==> src/rtl/apb_trig_pkg.sv <==
// Shared constants for the APB trig slave: register offsets, Q2.14 values,
// bus-state encoding and the eight-entry sine table used by the compute core.
package apb_trig_pkg;

    localparam logic [4:0] ADDR_CTRL   = 5'h00;
    localparam logic [4:0] ADDR_SIN    = 5'h04;
    localparam logic [4:0] ADDR_COS    = 5'h08;
    localparam logic [4:0] ADDR_STATUS = 5'h0C;
    localparam logic [4:0] ADDR_TAN    = 5'h10;

    localparam logic [15:0] Q_H       = 16'h2D41;
    localparam logic [15:0] Q_ONE     = 16'h4000;
    localparam logic [15:0] Q_NEG_H   = 16'hD2BF;
    localparam logic [15:0] Q_NEG_ONE = 16'hC000;

    // Entry k is sin(k * 45 deg); entry 7 sits leftmost in the packed literal.
    localparam logic [7:0][15:0] SIN_TABLE = {
        Q_NEG_H, Q_NEG_ONE, Q_NEG_H, 16'h0000,
        Q_H,     Q_ONE,     Q_H,     16'h0000
    };

    typedef enum logic [1:0] {
        BUS_IDLE,
        BUS_SETUP,
        BUS_ACCESS
    } bus_state_t;

    function automatic logic [31:0] sin_q(input logic [2:0] n);
        logic [15:0] v;
        v = SIN_TABLE[n];
        return {{16{v[15]}}, v};
    endfunction

    // The Q2.14 value occupies bits [15:0] only; bit16 flags the 90 deg pole.
    function automatic logic [31:0] tan_q(input logic [1:0] n);
        logic [31:0] v;
        case (n)
            2'd0:    v = 32'h0000_0000;
            2'd1:    v = {16'h0000, Q_ONE};
            2'd2:    v = {15'h0000, 1'b1, 16'h7FFF};
            default: v = {16'h0000, Q_NEG_ONE};
        endcase
        return v;
    endfunction

endpackage

==> src/rtl/apb_trig_core.sv <==
// Compute core: latches the angle index, counts LATENCY cycles, then publishes
// SIN/COS (and TAN when APB_TRIG_TAN_EN is defined) with BUSY/DONE status.
module apb_trig_core
    import apb_trig_pkg::*;
#(
    parameter int LATENCY = 4
) (
    input  logic        PCLK,
    input  logic        PRESET,
    input  logic        start,
    input  logic [2:0]  start_n,
    input  logic        done_clr,
    output logic [2:0]  n,
    output logic        busy,
    output logic        done,
    output logic [31:0] sin_val,
`ifdef APB_TRIG_TAN_EN
    output logic [31:0] tan_val,
`endif
    output logic [31:0] cos_val
);

    logic [3:0] cnt;
    logic [2:0] res_n;
    logic       finish;

    assign finish = busy && (cnt == 4'd1);

    always_ff @(posedge PCLK or negedge PRESET) begin
        if (!PRESET) begin
            n     <= 3'd0;
            busy  <= 1'b0;
            cnt   <= 4'd0;
            res_n <= 3'd0;
        end else if (start) begin
            n    <= start_n;
            busy <= 1'b1;
            cnt  <= 4'(LATENCY);
        end else if (busy) begin
            cnt <= cnt - 4'd1;
            if (finish) begin
                busy  <= 1'b0;
                res_n <= n;
            end
        end
    end

    // A completing compute outranks a same-cycle W1C of DONE.
    always_ff @(posedge PCLK or negedge PRESET) begin
        if (!PRESET)
            done <= 1'b0;
        else if (start)
            done <= 1'b0;
        else if (finish)
            done <= 1'b1;
        else if (done_clr)
            done <= 1'b0;
    end

    // Results are a pure function of the last completed index, so the reset
    // value res_n=0 yields SIN=0 and COS=1.0 directly.
    assign sin_val = sin_q(res_n);
    assign cos_val = sin_q(res_n + 3'd2);
`ifdef APB_TRIG_TAN_EN
    assign tan_val = tan_q(res_n[1:0]);
`endif

endmodule

==> src/rtl/apb_trig_slave.sv <==
// APB slave front end: bus FSM, address decode, wait-state and error logic
// around apb_trig_core. Defining APB_TRIG_TAN_EN maps the TAN register at 0x10.
module apb_trig_slave
    import apb_trig_pkg::*;
#(
    parameter int LATENCY = 4,
    parameter int ADDR_W  = 32
) (
    input  logic              PCLK,
    input  logic              PRESET,
    input  logic              PSEL,
    input  logic              PENABLE,
    input  logic              PWRITE,
    input  logic [ADDR_W-1:0] PADDR,
    input  logic [31:0]       PWDATA,
    output logic [31:0]       PRDATA,
    output logic              PREADY,
    output logic              PSLVERR,
    output logic              IRQ
);

    bus_state_t  state, state_next, phase;
    logic [4:0]  addr;
    logic        is_ctrl, is_sin, is_cos, is_status, is_tan, is_result;
    logic        mapped, err, stall, accept, start, done_clr;
    logic [2:0]  n;
    logic        busy, done;
    logic [31:0] sin_val, cos_val, tan_val, rdata;
    logic        unused_bits;

    assign addr        = PADDR[4:0];
    assign unused_bits = ^{PADDR[ADDR_W-1:5], PWDATA[31:3]};

    assign is_ctrl   = (addr == ADDR_CTRL);
    assign is_sin    = (addr == ADDR_SIN);
    assign is_cos    = (addr == ADDR_COS);
    assign is_status = (addr == ADDR_STATUS);
`ifdef APB_TRIG_TAN_EN
    assign is_tan    = (addr == ADDR_TAN);
`else
    assign is_tan    = 1'b0;
    assign tan_val   = 32'h0;
`endif
    assign is_result = is_sin || is_cos || is_tan;
    assign mapped    = is_ctrl || is_status || is_result;
    assign err       = !mapped || (PWRITE && is_result);
    assign stall     = busy && ((PWRITE && is_ctrl) || (!PWRITE && is_result));

    always_ff @(posedge PCLK or negedge PRESET) begin
        if (!PRESET)
            state <= BUS_IDLE;
        else
            state <= state_next;
    end

    // state holds the phase of the previous cycle; phase is the current one,
    // which lets a zero-wait transfer finish in its first access cycle.
    always_comb begin
        phase      = BUS_IDLE;
        PREADY     = 1'b0;
        state_next = BUS_IDLE;
        if (PSEL && !PENABLE)
            phase = BUS_SETUP;
        else if (PSEL && PENABLE && (state != BUS_IDLE))
            phase = BUS_ACCESS;
        PREADY     = (phase == BUS_ACCESS) && !stall;
        state_next = PREADY ? BUS_IDLE : phase;
    end

    assign PSLVERR  = PREADY && err;
    assign accept   = PREADY && !err;
    assign start    = accept && PWRITE && is_ctrl;
    assign done_clr = accept && PWRITE && is_status && PWDATA[1];

    always_comb begin
        rdata = 32'h0;
        if (is_ctrl)
            rdata = {29'h0, n};
        else if (is_sin)
            rdata = sin_val;
        else if (is_cos)
            rdata = cos_val;
        else if (is_status)
            rdata = {30'h0, done, busy};
        else if (is_tan)
            rdata = tan_val;
    end

    assign PRDATA = (accept && !PWRITE) ? rdata : 32'h0;
    assign IRQ    = done;

    apb_trig_core #(
        .LATENCY (LATENCY)
    ) u_core (
        .PCLK     (PCLK),
        .PRESET   (PRESET),
        .start    (start),
        .start_n  (PWDATA[2:0]),
        .done_clr (done_clr),
        .n        (n),
        .busy     (busy),
        .done     (done),
        .sin_val  (sin_val),
`ifdef APB_TRIG_TAN_EN
        .tan_val  (tan_val),
`endif
        .cos_val  (cos_val)
    );

endmodule

==> config.mk <==
export PLATFORM = sky130hd
export DESIGN_NAME = apb_trig_slave
export DESIGN_NICKNAME = d
export VERILOG_FILES = /design/src/rtl/apb_trig_pkg.sv /design/src/rtl/apb_trig_core.sv /design/src/rtl/apb_trig_slave.sv
export SDC_FILE = /design/constraint.sdc
export NUM_CORES = 1
export LEC_CHECK = 0
export CORE_MARGIN = 4
export CORE_UTILIZATION = 32
export CTS_BUF_LIST = sky130_fd_sc_hd__clkbuf_4 sky130_fd_sc_hd__clkbuf_8
export DETAILED_ROUTE_END_ITERATION = 7
export PLACE_DENSITY = 0.83
export SLEW_MARGIN = 10
export SYNTH_ARGS = -nofsm -noshare
export SYNTH_HDL_FRONTEND = slang
export SYNTH_SLANG_ARGS = --single-unit
==> constraint.sdc <==
create_clock -name PCLK -period 3.3 [get_ports PCLK]
set_clock_uncertainty 0.15 [all_clocks]
set_input_delay 0.66 -clock PCLK [delete_from_list [all_inputs] [get_ports PCLK]]
set_output_delay 0.66 -clock PCLK [all_outputs]
set_load 0.005 [all_outputs]
# After elaboration in Yosys (flattened, before gate mapping)
# Memory sizes are Yosys's and may differ from the RTL's.
# Index checks and enable logic that the tools add are counted.
classes:
  muxes: 18
  n_bitwise: 1
  n_reduce_logical: 31
  n_lt_le_gt_ge: 2
  addsub: 2
  eq_ne: 5
op_table:
  columns: ["cell", "count"]
  rows:
  - ["two-way mux 32 bit", 4]
  - ["two-way mux 16 bit", 2]
  - ["logical AND 1 bit", 16]
  - ["equality test 5 x 4 -> 1 bit, second input constant", 2]
  - ["less-than comparator 3 x 4 -> 1 bit, second input constant", 2]
  - ["two-way mux 2 bit", 4]
  - ["two-way mux 4 bit", 2]
  - ["two-way mux 1 bit", 6]
  - ["equality test 5 x 3 -> 1 bit, second input constant", 1]
  - ["zero test 1 bit", 5]
  - ["zero test 5 bit", 1]
  - ["logical OR 1 bit", 5]
  - ["equality test 4 x 1 -> 1 bit, second input constant", 1]
  - ["nonzero test 2 bit", 2]
  - ["subtractor 4 x 1 -> 4 bit, second input constant", 1]
  - ["adder 3 x 2 -> 3 bit, second input constant", 1]
  - ["AND reduction 3 bit", 1]
  - ["nonzero test 3 bit", 1]
  - ["equality test 2 bit, second input constant", 1]
  - ["inverter 1 bit", 1]
word_totals:
  wordCells: 67
  mem_count: 2
  inputBits: 69
  output_inout_bits: 35
  rom_bits: 256
  reg_bits: 14
mem_list:
  columns: ["name", "depth", "word_bits", "rd", "rd_clocked_by_memory_dff", "write_ports", "line_no", "rtl"]
  rows:
  - ["(no name shown)", 8, 16, 1, 0, 0, "apb_trig_pkg.sv:30", "v = SIN_TABLE[n];"]
  - ["(no name shown)", 8, 16, 1, 0, 0, "apb_trig_pkg.sv:30", null]

# Logic depth before layout (Yosys ltp)
# Gate-level depths: netlist (run 1).
depth:
  word_depth: 14
  depth_mapped: 6
  mapped_depth_nobuf: 6

# By module
# Synthesis (run 1) repeated with hierarchy kept, for this count alone.
unflattened:
  hier_cells: 217
  hier_area_um2: 1800.5
modules_own_cells:
  columns: ["module", "seq_area_each_um2", "cells_each", "area_per_inst_um2", "instances"]
  rows:
  - ["apb_trig_core", 300.3, 107, 1017.2, 1]
  - ["apb_trig_slave", 50.0, 110, 783.3, 1]

# Worst setup path before layout (run 1)
# OpenSTA, ideal clock, no wires.
synth_path:
  path_type: "in2out"
  start: "in PADDR[4]"
  end: "out PRDATA[16]"
  stages: 6
  required_time_ns: 2.490
  arrival_ns: 2.236
  n_path_buf: 2
  path_slack_ns: 0.254
  path_cell_list: "or3_4 -> buf_6 -> nor2_2 -> nand3b_1 -> nor2_1 -> buf_4"
synth_between:
  elab_chain_len: 10
  elab_cells_between_ends: 23
  cone_classes: "3 x eq/ne; 4 x mux; 16 x reduce/logical"
synth_rtl:
  columns: ["item", "line_no", "rtl"]
  rows:
  - ["from (decl)", "apb_trig_slave.sv:14", "input logic [ADDR_W-1:0] PADDR,"]
  - ["equality test 5 x 3 -> 1 bit or equality test 5 x 4 -> 1 bit (tied branches)", "apb_trig_slave.sv:35, apb_trig_slave.sv:36", null]
  - ["logical OR 1 bit", "apb_trig_slave.sv:44", "assign is_result = is_sin || is_cos || is_tan;"]
  - ["logical AND 1 bit", "apb_trig_slave.sv:47", "assign stall = busy && ((PWRITE && is_ctrl) || (!PWRITE && is_result));"]
  - ["logical OR 1 bit", "apb_trig_slave.sv:47", null]
  - ["logical AND 1 bit", "apb_trig_slave.sv:47", null]
  - ["zero test 1 bit", "apb_trig_slave.sv:66", "PREADY = (phase == BUS_ACCESS) && !stall;"]
  - ["logical AND 1 bit", "apb_trig_slave.sv:66", null]
  - ["logical AND 1 bit", "apb_trig_slave.sv:71", "assign accept = PREADY && !err;"]
  - ["logical AND 1 bit", "apb_trig_slave.sv:89", "assign PRDATA = (accept && !PWRITE) ? rdata : 32'h0;"]
  - ["two-way mux 32 bit (*)", "apb_trig_slave.sv:89", null]
  - ["to (decl)", "apb_trig_slave.sv:16", "output logic [31:0] PRDATA,"]
# Mark *: on every way between the ends. The rest lies on a longest branch, timed or not.

# Worst setup path in the final report (run 1)
layout_path:
  start: "in PENABLE"
  end: "out PRDATA[17]"
layout_between:
  elab_chain_len: 9
  elab_cells_between_ends: 11
  cone_classes: "1 x eq/ne; 3 x mux; 7 x reduce/logical"
layout_rtl:
  columns: ["item", "line_no", "rtl"]
  rows:
  - ["from (decl)", "apb_trig_slave.sv:12", "input logic PENABLE,"]
  - ["logical AND 1 bit (2 in a row)", "apb_trig_slave.sv:64", "else if (PSEL && PENABLE && (state != BUS_IDLE))"]
  - ["two-way mux 2 bit", "apb_trig_slave.sv:64", null]
  - ["two-way mux 2 bit (*)", "apb_trig_slave.sv:62", "if (PSEL && !PENABLE)"]
  - ["equality test 2 bit (*)", "apb_trig_slave.sv:66", null]
  - ["logical AND 1 bit (*)", "apb_trig_slave.sv:66", null]
  - ["logical AND 1 bit (*)", "apb_trig_slave.sv:71", null]
  - ["logical AND 1 bit (*)", "apb_trig_slave.sv:89", null]
  - ["two-way mux 32 bit (*)", "apb_trig_slave.sv:89", null]
# Marked as above.

==> reports/qor.tcl, run 1 <==
set qor(drt-total-wl_um) 2860
set qor(grt_setup_unrepaired) {false}
set qor(timing.final.setup_violations) 0
set qor(grt_use_met1_pct) 16.0
set qor(pwr_density_cell_nw_per_um2) 265
set qor(cts_sinks) 14
set qor(insertedDiodeCount) 0
set qor(floorplan.die.width_um) 68.0
set qor(maxClockFrequency_ghz) 0.314
set qor(finalHoldWorstSlack_ps) 365
set qor(synth-seq-cells) 14
set qor(min_path_type) {reg2reg}
set qor(pwr-share-seq_pct) 49.0
set qor(firstDrtPassIters) 4
set qor(drt-initial-drc-count) 23
set qor(grt-busiest-layer) {met2}
set qor(grt_start_max_net_pins) 15
set qor(synthDistinctLibCells) 39
set qor(cap_viol_max_count) 0
set qor(synth_xor_area_share_pct) 5.33
set qor(crit_fanout) 3
set qor(clkPwrFrac_pct) 26.6
set qor(synth_top_family_by_area) {buffers and inverters}
set qor(floorplan.core_area_um2) 3420
set qor(cts-hold-fix-buffers) 0
set qor(finalWorstPathRequiredPeriod_ps) 3190
set qor(met3_usage_pct) 1.64
set qor(fillCellCount) 350
set qor(hpwl_um) 2060
set qor(hold-path-cell-count) 1
set qor(holdCritStartpoint) {u_core.n[0]}
set qor(r2r_start) {u_core.cnt[1]}
set qor(post-route-drc-count) 0
set qor(site_rows) 21
set qor(timing.max_slew.rel_slack_pct) 40.5
set qor(fin_cells) 223
set qor(worst-r2r-cell-count) 4
set qor(first_global_vias) 1049
set qor(syn2layout_area_growth_pct) 48.4
set qor(mappedNetlistArea_um2) 1150
set qor(critPathLaunchType) {input pin}
set qor(cp_slowest_cell) {clkdlybuf4s50_1}
set qor(clkLatencyLatePin_ps) 280
set qor(detailroute.via_count) 1037
set qor(die-area_um2) 4620
set qor(layout_commonest_cell) {dlygate4sd2_1}
set qor(mappedNetlistNets) 200
set qor(power_switching_share_pct) 28.5
set qor(crit_required_ps) 2490
set qor(place.gp.congestion) 0.840
set qor(regToRegEndpoint) {u_core.res_n[2]}
set qor(mostFrequentLayoutCells) {dlygate4sd2_1, buf_4, dfrtp_1}
set qor(postSynthCellCount) 129
set qor(design.portCount) 104
set qor(run_status) {finished clean}
set qor(numPortBuffers) 47
set qor(transition_at_the_pin_with_the_smallest_max_transition_slack_ps) 881
set qor(grt_pass1_wl_um) 4610
set qor(proportion_of_synthesized_area_in_mux_cells_pct) 7.61
set qor(syn_area_per_cell_um2) 8.92
set qor(layout-drive-gt1-share_pct) 27.1
set qor(slew_violations) 0
set qor(worst_hold_path.endpoint) {u_core.n[0]}
set qor(synth-adder-area-share_pct) 3.04
set qor(final_hold_viol_count) 0
set qor(htreeDepth) 1
set qor(max-clock-path-buffers) 2
set qor(antenna_found_initial) 0
set qor(floorplan.die.height_um) 68.0
set qor(post_drt_wl_per_cell_um) 12.8
set qor(layout.nets) 249
set qor(reg2reg_setup_slack_ps) 1210
set qor(critPathCaptureType) {primary output}
set qor(use_met2_pct) 22.5
set qor(synth.yosys.warnings) 0
set qor(critical-path-max-stage-delay_ps) 480
set qor(clock_tree.root_cell) {clkbuf_4}
set qor(crit_path_start) {PENABLE}
set qor(antenna_left) 0
set qor(cts_tree) {yes}
set qor(overflow) 0
set qor(criticalPathCategory) {in2out}
set qor(cp_cell_sequence) {clkdlybuf4s50_1, o211ai_1, buf_4, nor2_4, nand3b_1, nor2_2, buf_6, buf_4, buf_4, clkdlybuf4s15_2}
set qor(synth_compound_gate_area_share_pct) 12.5
set qor(place_inst) 206
set qor(synth_simple_gate_area_share_pct) 19.1
set qor(critical-path-top-cell-by-count) {buf_4}
set qor(power.leakage_nw) 0.882
set qor(synth.yosys.seq_area_share_pct) 30.4
set qor(fin_setup_tns_ps) 0
set qor(worst_ep_arrival_time_ps) 2380
set qor(power.combinational.fraction_pct) 24.4
set qor(fin_crit_sh_pct) 96.6
set qor(grt.total_usage_pct) 12.7
set qor(total_clock_buffers_created_by_cts) 3
set qor(ir_worst_vdd_v) 0.000217
set qor(switching_power_uw) 129
set qor(clkTransAtPathRegs_ps) 80
set qor(post_drt_via_cell_ratio) 4.65
set qor(cellInternalPower_uw) 324
set qor(start_util_pct) 33.7
-- cells by family (layout without fill, tap and decap cells) --
logic type / count (synthesis) / count (layout)
AND/OR/NAND/NOR: 39 / 39
AO/OA/AOI/OAI: 20 / 20
multiplexers: 8 / 8
adder cells (fa/ha/maj): 3 / 3
XOR/XNOR: 7 / 7
buffers and inverters: 38 / 86
flip-flops: 14 / 14
-- how the worst max path moves through the flow --
stage / to / slack, ps / cells past startpoint
global placement: PRDATA[0] / -260 / 5
finish: PRDATA[17] / 110 / 10
CTS: PRDATA[17] / 10 / 10
global route: PRDATA[17] / 30 / 10
detailed placement: PRDATA[0] / -270 / 5
floorplan: PRDATA[16] / 250 / 6
-- worst max-delay path, delay by kind of cell --
kind,cells,cell delay [ps]
buffers and inverters,6,1160
AOI/OAI and AO/OA,1,110
and+or+nand+nor,3,440
-- power groups by stage --
stage               sequential [mW]  clock [mW]  combinational [mW]
floorplan                     0.218           0              0.0681
global placement              0.224           0               0.104
detailed placement            0.225           0               0.107
CTS                           0.221       0.128               0.111
global route                  0.227       0.138               0.128
finish                        0.222       0.120               0.110
-- what timing repair did --
| action | CTS | global route |
|---|---|---|
| pin swaps | 5 | 3 |
| setup buffers | 11 | 0 |
| gates resized for setup | 51 | 2 |
| endpoints found under the setup margin | 33 | 18 |
| gates cloned | 2 | 0 |
-- synth_stat cells --
master / instances / share of area, %
nor4_1: 2 / 1.1
o22a_1: 2 / 1.5
maj3_1: 1 / 0.87
a2111o_1: 1 / 0.98
a31o_2: 1 / 0.76
a2111oi_2: 1 / 1.3
nand2b_1: 4 / 2.2
mux2i_1: 2 / 1.7
nand4_1: 1 / 0.54
o21a_1: 1 / 0.65
nand2_1: 4 / 1.3
o22ai_1: 1 / 0.54
inv_1: 4 / 1.3
nand4b_1: 1 / 0.76
or3_4: 1 / 0.98
a211oi_1: 3 / 2.0
buf_4: 27 / 18
xnor2_1: 5 / 3.8
ha_1: 2 / 2.2
clkbuf_1: 5 / 1.6
nand3_1: 2 / 0.87
mux2_1: 3 / 2.9
a21oi_1: 4 / 1.7
mux2_2: 3 / 2.9
buf_6: 1 / 0.98
nor3b_1: 1 / 0.65
nor2b_1: 2 / 1.1
nor2_2: 1 / 0.54
dfrtp_1: 14 / 30
nor3_1: 3 / 1.3
xor2_1: 2 / 1.5
o211ai_1: 2 / 1.3
nor2_1: 10 / 3.3
and3_1: 3 / 1.6
nor4bb_1: 1 / 0.87
o21ai_0: 4 / 1.7
nand3b_1: 2 / 1.3
and4_1: 1 / 0.76
buf_2: 1 / 0.43
-- metal layers --
layer / vias to the layer above / wire, µm
met2: 28 / 1420
li1: 513 / -
met4: 0 / 0
met5: - / 0
met3: 0 / 174
met1: 496 / 1260
-- state kept, by name (all words and copies together), names as in the netlist --
signal	count
u_core.cnt	4
u_core.n	3
u_core.res_n	3
state	2
u_core.busy	1
u_core.done	1
-- final cells by class --
cell class | count | area (µm²) | share of cell area [%]
multi-input combinational | 77 | 568 | 33.3
tap | 46 | 57.6 | 3.37
sequential | 14 | 350 | 20.5
inverter | 4 | 15.0 | 0.879
timing repair buffer | 78 | 681 | 39.9
clock buffer | 4 | 36.3 | 2.12
-- metrics by stage --
step / power, mW / utilization [%] / cell area (µm²) / worst slack [ps]
floorplan: 0.286 / - / 1150 / 254
global placement: 0.328 / 46.2 / 1580 / -265
detailed placement: 0.331 / 46.2 / 1580 / -269
CTS: 0.459 / 49.9 / 1700 / 14.4
global route: 0.493 / 50.0 / 1710 / 32.1
finish: 0.453 / 50.0 / 1710 / 113
No activity file was read; power rests on OpenSTA's default activity.
==> run 2: changes to the inputs <==
==> constraint.sdc (replaced) <==
create_clock -name PCLK -period 3.35 [get_ports PCLK]
set_clock_uncertainty 0.15 [all_clocks]
set_input_delay 0.67 -clock PCLK [delete_from_list [all_inputs] [get_ports PCLK]]
set_output_delay 0.67 -clock PCLK [all_outputs]
set_load 0.005 [all_outputs]
==> run 2 against run 1 <==
Compared with the run above:
- highest routed layer is now met4
- utilization is 0.73 points lower
- non-clock buffer count decreased by 2
- die area did not move
- worst hold slack got worse by 2.7 ps
- via count down 1.8%
- largest power group unchanged
==> reports/qor.tcl, run 2 (synthesis results as in run 1) <==
set qor(worst_ep_arrival_time_ps) 2470 ;# +90 ps
set qor(p_total_uw) 423 ;# -6.6%
set qor(design.portCount) 104 ;# unchanged
set qor(finalHoldWorstSlack_ps) 362 ;# -2.72 ps
set qor(insertedDiodeCount) 0 ;# unchanged
set qor(maxClockFrequency_ghz) 0.304
set qor(clkPwrFrac_pct) 22.1 ;# -4.5 points
set qor(syn2layout_area_growth_pct) 46.2
set qor(post_drt_via_cell_ratio) 4.63 ;# -0.49%
set qor(largest_reg_flops) 4 ;# unchanged
set qor(grt_start_max_net_pins) 15 ;# unchanged
set qor(timing.final.setup_violations) 0 ;# unchanged
set qor(layout-drive-gt1-share_pct) 24.7 ;# -2.4 points
set qor(site_rows) 21 ;# unchanged
set qor(cap_viol_max_count) 0 ;# unchanged
set qor(critPathLaunchType) {input pin}
set qor(power.leakage_nw) 0.851 ;# -3.5%
set qor(antenna_found_initial) 0 ;# unchanged
set qor(htreeDepth) 1 ;# unchanged
set qor(ir_worst_vdd_v) 0.000234 ;# +7.7%
set qor(transition_at_the_pin_with_the_smallest_max_transition_slack_ps) 845 ;# -36.0 ps
set qor(final_hold_viol_count) 0 ;# unchanged
set qor(clkTransAtPathRegs_ps) 80 ;# about the same
set qor(top_regs) {u_core.cnt: 4 flops, u_core.n: 3 flops, u_core.res_n: 3 flops}
set qor(detailroute.via_count) 1018 ;# -1.8%
set qor(criticalPathCategory) {in2out}
set qor(crit_required_ps) 2530 ;# +40 ps
set qor(total_clock_buffers_created_by_cts) 3 ;# unchanged
set qor(max-clock-path-buffers) 2 ;# unchanged
set qor(timing.max_slew.rel_slack_pct) 42.9 ;# +2.4 points
set qor(floorplan.core_area_um2) 3420 ;# unchanged
set qor(run_status) {finished clean}
set qor(hpwl_um) 2140 ;# +4.1%
set qor(cts_sinks) 14 ;# unchanged
set qor(place.gp.congestion) 0.854 ;# +1.6%
set qor(post_drt_wl_per_cell_um) 13.1 ;# +1.9%
set qor(mostFrequentLayoutCells) {dlygate4sd2_1, buf_4, dfrtp_1}
set qor(cellInternalPower_uw) 295 ;# -9.0%
set qor(layout_commonest_cell) {dlygate4sd2_1}
set qor(pwr_density_cell_nw_per_um2) 251 ;# -5.2%
set qor(crit_fanout) 5 ;# +2
set qor(min_path_type) {reg2reg}
set qor(antenna_left) 0 ;# unchanged
set qor(grt.total_usage_pct) 12.8 ;# +0.039 points
set qor(fillCellCount) 327 ;# -6.6%
set qor(start_util_pct) 33.7 ;# unchanged
set qor(floorplan.die.height_um) 68.0 ;# unchanged
set qor(finalWorstPathRequiredPeriod_ps) 3290
set qor(grt_pass1_wl_um) 4530 ;# -1.6%
set qor(post-route-drc-count) 0 ;# unchanged
set qor(drt-total-wl_um) 2880 ;# +0.52%
set qor(cts_tree) {yes}
set qor(power_switching_share_pct) 30.3 ;# +1.8 points
set qor(fin_crit_sh_pct) 98.2
set qor(numPortBuffers) 47 ;# unchanged
set qor(clock_tree.root_cell) {clkbuf_4}
set qor(switching_power_uw) 128 ;# -0.66%
set qor(critPathCaptureType) {primary output}
set qor(first_global_vias) 1005 ;# -4.2%
set qor(layout.core_utilization_pct) 49.3 ;# -0.73 points
set qor(layout.nets) 247 ;# -0.80%
set qor(floorplan.die.width_um) 68.0 ;# unchanged
set qor(drt-initial-drc-count) 10 ;# -57%
set qor(die-area_um2) 4620 ;# unchanged
set qor(overflow) 0 ;# unchanged
set qor(clkLatencyLatePin_ps) 280 ;# about the same
set qor(grt_setup_unrepaired) {false}
set qor(top_register) {u_core.cnt}
set qor(firstDrtPassIters) 4 ;# unchanged
set qor(pwr-share-seq_pct) 51.9 ;# +2.9 points
set qor(slew_violations) 0 ;# unchanged
set qor(power.combinational.fraction_pct) 26.0 ;# +1.6 points
run 2: final cells by class:
cell class	count	area, µm²	area share [%]
Timing Repair Buffer	76	657	39.0
Multi-Input combinational cell	77	581	34.5
Tap cell	46	57.6	3.42
Sequential cell	14	350	20.8
Clock buffer	3	22.5	1.34
Inverter	4	15.0	0.892
run 2: repair_timing:
item                                   in CTS  in global routing
endpoints found under the hold margin       0                  0
buffers inserted                            7                  0
gates resized for setup                    51                  0
setup endpoints to repair                  33                  0
hold buffers                                0                  0
run 2: final timing paths:
kind / start / endpoint / slack (ps) / depth (start not counted)
min in group asynchronous: PRESET / u_core.n[0] / 630 / 1
min reg2reg: u_core.n[0] / u_core.n[0] / 360 / 1
min: u_core.n[0] / u_core.n[0] / 360 / 1
max in group asynchronous: PRESET / state[1] / 2020 / 1
max: PWRITE / PREADY / 60 / 7
max reg2reg: u_core.cnt[1] / u_core.res_n[1] / 1310 / 4
run 2: worst max-delay path, cell delays in order:
cell	delay [ps]
clkdlybuf4s50_1	500
xor2_1	190
o21a_1	200
a31o_2	250
buf_4	140
inv_1	40
clkdlybuf4s50_1	490
run 2: stage by stage:
step                      setup TNS [ps]  cells  area [µm²]  worst slack [ps]
after floorplan                        0    129        1150               284
after global placement             -6660    208        1590              -237
after detailed placement           -7210    208        1590              -293
after CTS                              0    220        1680              84.1
after global routing                   0    220        1680              10.1
final                                  0    220        1680              58.7
run 2: metal layers:
layer / share of wire [%] / track usage, %
met1: 46 / 16.3
met2: 48 / 22.1
met3: 5.4 / 1.31
met5: 0 / 0
met4: 0.94 / 4.47
run 2: power by group through the flow:
stage          clock network, mW  logic, mW  registers [mW]
6_report                  0.0936      0.110           0.219
5_1_grt                    0.104      0.124           0.224
3_3_place_gp                   0      0.105           0.220
2_1_floorplan                  0     0.0671           0.215
3_5_place_dp                   0      0.108           0.222
4_1_cts                   0.0985      0.111           0.219
==> run 3: changes to the inputs <==
--- a/config.mk
+++ b/config.mk
@@ -6,11 +6,12 @@
 export NUM_CORES = 1
 export LEC_CHECK = 0
 export CORE_MARGIN = 4
-export CORE_UTILIZATION = 32
+export CORE_UTILIZATION = 36
 export CTS_BUF_LIST = sky130_fd_sc_hd__clkbuf_4 sky130_fd_sc_hd__clkbuf_8
 export DETAILED_ROUTE_END_ITERATION = 7
-export PLACE_DENSITY = 0.83
-export SLEW_MARGIN = 10
+export PLACE_DENSITY = 0.8
+export SLEW_MARGIN = 0
 export SYNTH_ARGS = -nofsm -noshare
 export SYNTH_HDL_FRONTEND = slang
+export SYNTH_HIERARCHICAL = 1
 export SYNTH_SLANG_ARGS = --single-unit
==> constraint.sdc (replaced) <==
create_clock -name PCLK -period 2.8 [get_ports PCLK]
set_clock_uncertainty 0.15 [all_clocks]
set_input_delay 0.56 -clock PCLK [delete_from_list [all_inputs] [get_ports PCLK]]
set_output_delay 0.56 -clock PCLK [all_outputs]
set_load 0.005 [all_outputs]
==> run 3 against run 2 <==
Compared with the run above:
- clock power rose by 110%
- cell count increased by 36%
- sequential power increased by 11%
- synthesized cell count grew 68%
- critical path depth is 1 lower
==> reports/qor.tcl, run 3 <==
set qor(overflow) 0 ;# unchanged
set qor(regToRegEndpoint) {u_core/n[2]}
set qor(die-area_um2) 6200 ;# +34%
set qor(synthDistinctLibCells) 41 ;# +5.1%
set qor(holdCritStartpoint) {u_core/n[1]}
set qor(post-route-drc-count) 0 ;# unchanged
set qor(finalWorstPathRequiredPeriod_ps) 2770
set qor(min_path_type) {reg2reg}
set qor(detailroute.via_count) 1513 ;# +49%
set qor(proportion_of_synthesized_area_in_mux_cells_pct) 7.85 ;# +0.24 points
set qor(synth_top_family_by_area) {buffers and inverters}
set qor(synth-adder-area-share_pct) 1.95 ;# -1.1 points
set qor(cts-hold-fix-buffers) 0 ;# unchanged
set qor(ir_worst_vdd_v) 0.000378 ;# +61%
set qor(post_drt_wl_per_cell_um) 13.6 ;# +3.8%
set qor(post_drt_via_cell_ratio) 5.06 ;# +9.4%
set qor(slew_violations) 0 ;# unchanged
set qor(numPortBuffers) 47 ;# unchanged
set qor(setup_slack_ps) 34.1 ;# -24.6 ps
set qor(reg2reg_setup_slack_ps) 390 ;# -920 ps
set qor(transition_at_the_pin_with_the_smallest_max_transition_slack_ps) 624 ;# -221 ps
set qor(synthTopCellsByCount) {buf_4, a22oi_1, nor3_1}
set qor(floorplan.die.width_um) 78.7 ;# +16%
set qor(grt.total_usage_pct) 12.9 ;# +0.13 points
set qor(synth_simple_gate_area_share_pct) 20.8 ;# +1.7 points
set qor(cp_cell_sequence) {clkdlybuf4s15_1, or3_4, buf_6, a2111o_1, a221oi_2, buf_2}
set qor(synth-seq-cells) 14 ;# unchanged
set qor(detailedPlace.worstSlack_ps) -606 ;# -313 ps
set qor(timing.final.setup_violations) 0 ;# unchanged
set qor(firstDrtPassIters) 5 ;# +1
set qor(drt-total-wl_um) 4060 ;# +41%
set qor(hold-path-cell-count) 1 ;# unchanged
set qor(synth_top_area_share_pct) 23.3 ;# -7.1 points
set qor(insertedDiodeCount) 0 ;# unchanged
set qor(htreeDepth) 1 ;# unchanged
set qor(pwr_density_cell_nw_per_um2) 264 ;# +5.0%
set qor(cap_viol_max_count) 0 ;# unchanged
set qor(layout.nets) 304 ;# +23%
set qor(criticalPathCategory) {in2out}
set qor(final_hold_viol_count) 0 ;# unchanged
set qor(yosys-top-cells-area) {buf_4, dfrtp_1, a22oi_1}
set qor(synth_top_area_cell) {buf_4}
set qor(fin_setup_tns_ps) 0 ;# unchanged
set qor(layout-drive-gt1-share_pct) 48.3 ;# +24 points
set qor(largest_reg_flops) 4 ;# unchanged
set qor(first_global_vias) 1427 ;# +42%
set qor(asyncSetResetFlopFracSynth_pct) 100 ;# unchanged
set qor(layout.core_utilization_pct) 45.5 ;# -3.8 points
set qor(clkLatencyLatePin_ps) 240 ;# -40 ps
set qor(synth_xor_area_share_pct) 2.92 ;# -2.4 points
set qor(antenna_left) 0 ;# unchanged
set qor(synth_edf_count) 0 ;# unchanged
set qor(top_register) {u_core/cnt}
set qor(max-clock-path-buffers) 2 ;# unchanged
set qor(crit_required_ps) 2090 ;# -440 ps
set qor(synth_most_common_cell) {buf_4}
set qor(total_clock_buffers_created_by_cts) 3 ;# unchanged
set qor(ys.flop_type) {dfrtp_1}
set qor(place.gp.congestion) 0.774 ;# -9.3%
set qor(crit_fanout) 5 ;# unchanged
set qor(syn_area_per_cell_um2) 8.30 ;# -7.0%
set qor(worst_ep_arrival_time_ps) 2060 ;# -410 ps
set qor(cp_slowest_cell) {or3_4}
set qor(synth.yosys.seq_area_share_pct) 19.5 ;# -11 points
set qor(clock_tree.root_cell) {clkbuf_8}
set qor(mostFrequentLayoutCells) {a22oi_1, buf_2, buf_4}
set qor(run_status) {finished clean}
set qor(synth.yosys.warnings) 6 ;# +6
set qor(grt_start_max_net_pins) 30 ;# +15
set qor(critPathLaunchType) {input pin}
set qor(worst-path-buf-inv) 3 ;# -1
set qor(floorplan.die.height_um) 78.7 ;# +16%
set qor(synth_compound_gate_area_share_pct) 17.7 ;# +5.2 points
set qor(r2r_start) {state[1]}
set qor(mappedNetlistNets) 288 ;# +44%
set qor(antenna_found_initial) 0 ;# unchanged
set qor(worst-r2r-cell-count) 7 ;# +3
set qor(timing.max_slew.rel_slack_pct) 58.3 ;# +15 points
set qor(cts_tree) {yes}
set qor(cp_top_family) {compound AO/OA/AOI/OAI gates}
set qor(floorplan.core_area_um2) 4790 ;# +40%
set qor(cts_sinks) 14 ;# unchanged
set qor(power.leakage_nw) 0.934 ;# +9.8%
set qor(worst_hold_path.endpoint) {u_core/res_n[1]}
set qor(grt_pass1_wl_um) 6620 ;# +46%
set qor(site_rows) 25 ;# +19%
set qor(fillCellCount) 478 ;# +46%
set qor(postSynthCellCount) 217 ;# +68%
set qor(clkTransAtPathRegs_ps) 60 ;# -20 ps
set qor(top_regs) {u_core/cnt: 4 flops, u_core/n: 3 flops, u_core/res_n: 3 flops}
set qor(design.portCount) 104 ;# unchanged
set qor(p_total_uw) 575 ;# +36%
set qor(hpwl_um) 2560 ;# +20%
set qor(critical-path-max-stage-delay_ps) 420 ;# -80 ps
set qor(mappedNetlistArea_um2) 1800 ;# +56%
set qor(maxClockFrequency_ghz) 0.362
set qor(syn2layout_area_growth_pct) 21.0
set qor(critPathCaptureType) {primary output}
set qor(drt-initial-drc-count) 42 ;# +32
set qor(start_util_pct) 37.6 ;# +3.9 points
set qor(fin_crit_sh_pct) 98.8
run 3: final cells by class:
| type | count | area [µm²] | share of cell area (%) |
|---|---|---|---|
| multi-input cells | 127 | 1050 | 48.4 |
| repair buffers | 81 | 612 | 28.1 |
| flip-flops and latches | 14 | 350 | 16.1 |
| well taps | 67 | 83.8 | 3.85 |
| clock buffers | 4 | 55.1 | 2.53 |
| inverters | 6 | 22.5 | 1.03 |
run 3: what timing repair did:
action | in CTS | in global routing
endpoints found under the setup margin | 40 | 12
gates cloned | 3 | 0
resized for setup | 154 | 4
pin swaps | 8 | 3
setup buffers | 14 | 1
run 3: cell families (layout without fill, tap and decap cells):
family	count (synthesis)	count (layout)
AOI/OAI and AO/OA	43	43
xor gates and xnor gates	6	6
adders and majority gates	3	3
buffers and inverters	79	91
DFF	14	14
muxes	12	12
and+or+nand+nor	60	63
run 3: per-layer routing:
| metal | wire, µm | vias to the layer above | GRT usage (%) |
|---|---|---|---|
| met5 | 0 | - | 0 |
| met4 | 8 | 0 | 1.05 |
| met3 | 286 | 3 | 2.95 |
| met2 | 1970 | 51 | 22.1 |
| met1 | 1800 | 706 | 17.2 |
| li1 | - | 753 | - |
run 3: worst max path at each step:
| stage | cells past startpoint | slack [ps] | endpoint | start |
|---|---|---|---|---|
| 2_1_floorplan | 5 | 340 | PRDATA[21] | PADDR[4] |
| 3_3_place_gp | 6 | -640 | PRDATA[1] | PADDR[4] |
| 3_5_place_dp | 6 | -610 | PRDATA[1] | PADDR[4] |
| 4_1_cts | 6 | 10 | PRDATA[1] | PADDR[1] |
| 5_1_grt | 6 | -0.6 | PRDATA[19] | PSEL |
| 6_report | 6 | 30 | PRDATA[1] | PADDR[1] |
run 3: report_power, final:
part           switching, mW  leakage, nW  internal [mW]
clock                 0.0682       0.0288          0.124
sequential            0.0192        0.178          0.224
combinational         0.0734        0.727         0.0655
run 3: per-stage QoR:
stage	cells	area [µm²]	hold slack, ps
2_1_floorplan	217	1800	114
3_3_place_gp	277	2020	372
3_5_place_dp	277	2020	384
4_1_cts	298	2150	397
5_1_grt	299	2180	420
6_report	299	2180	391
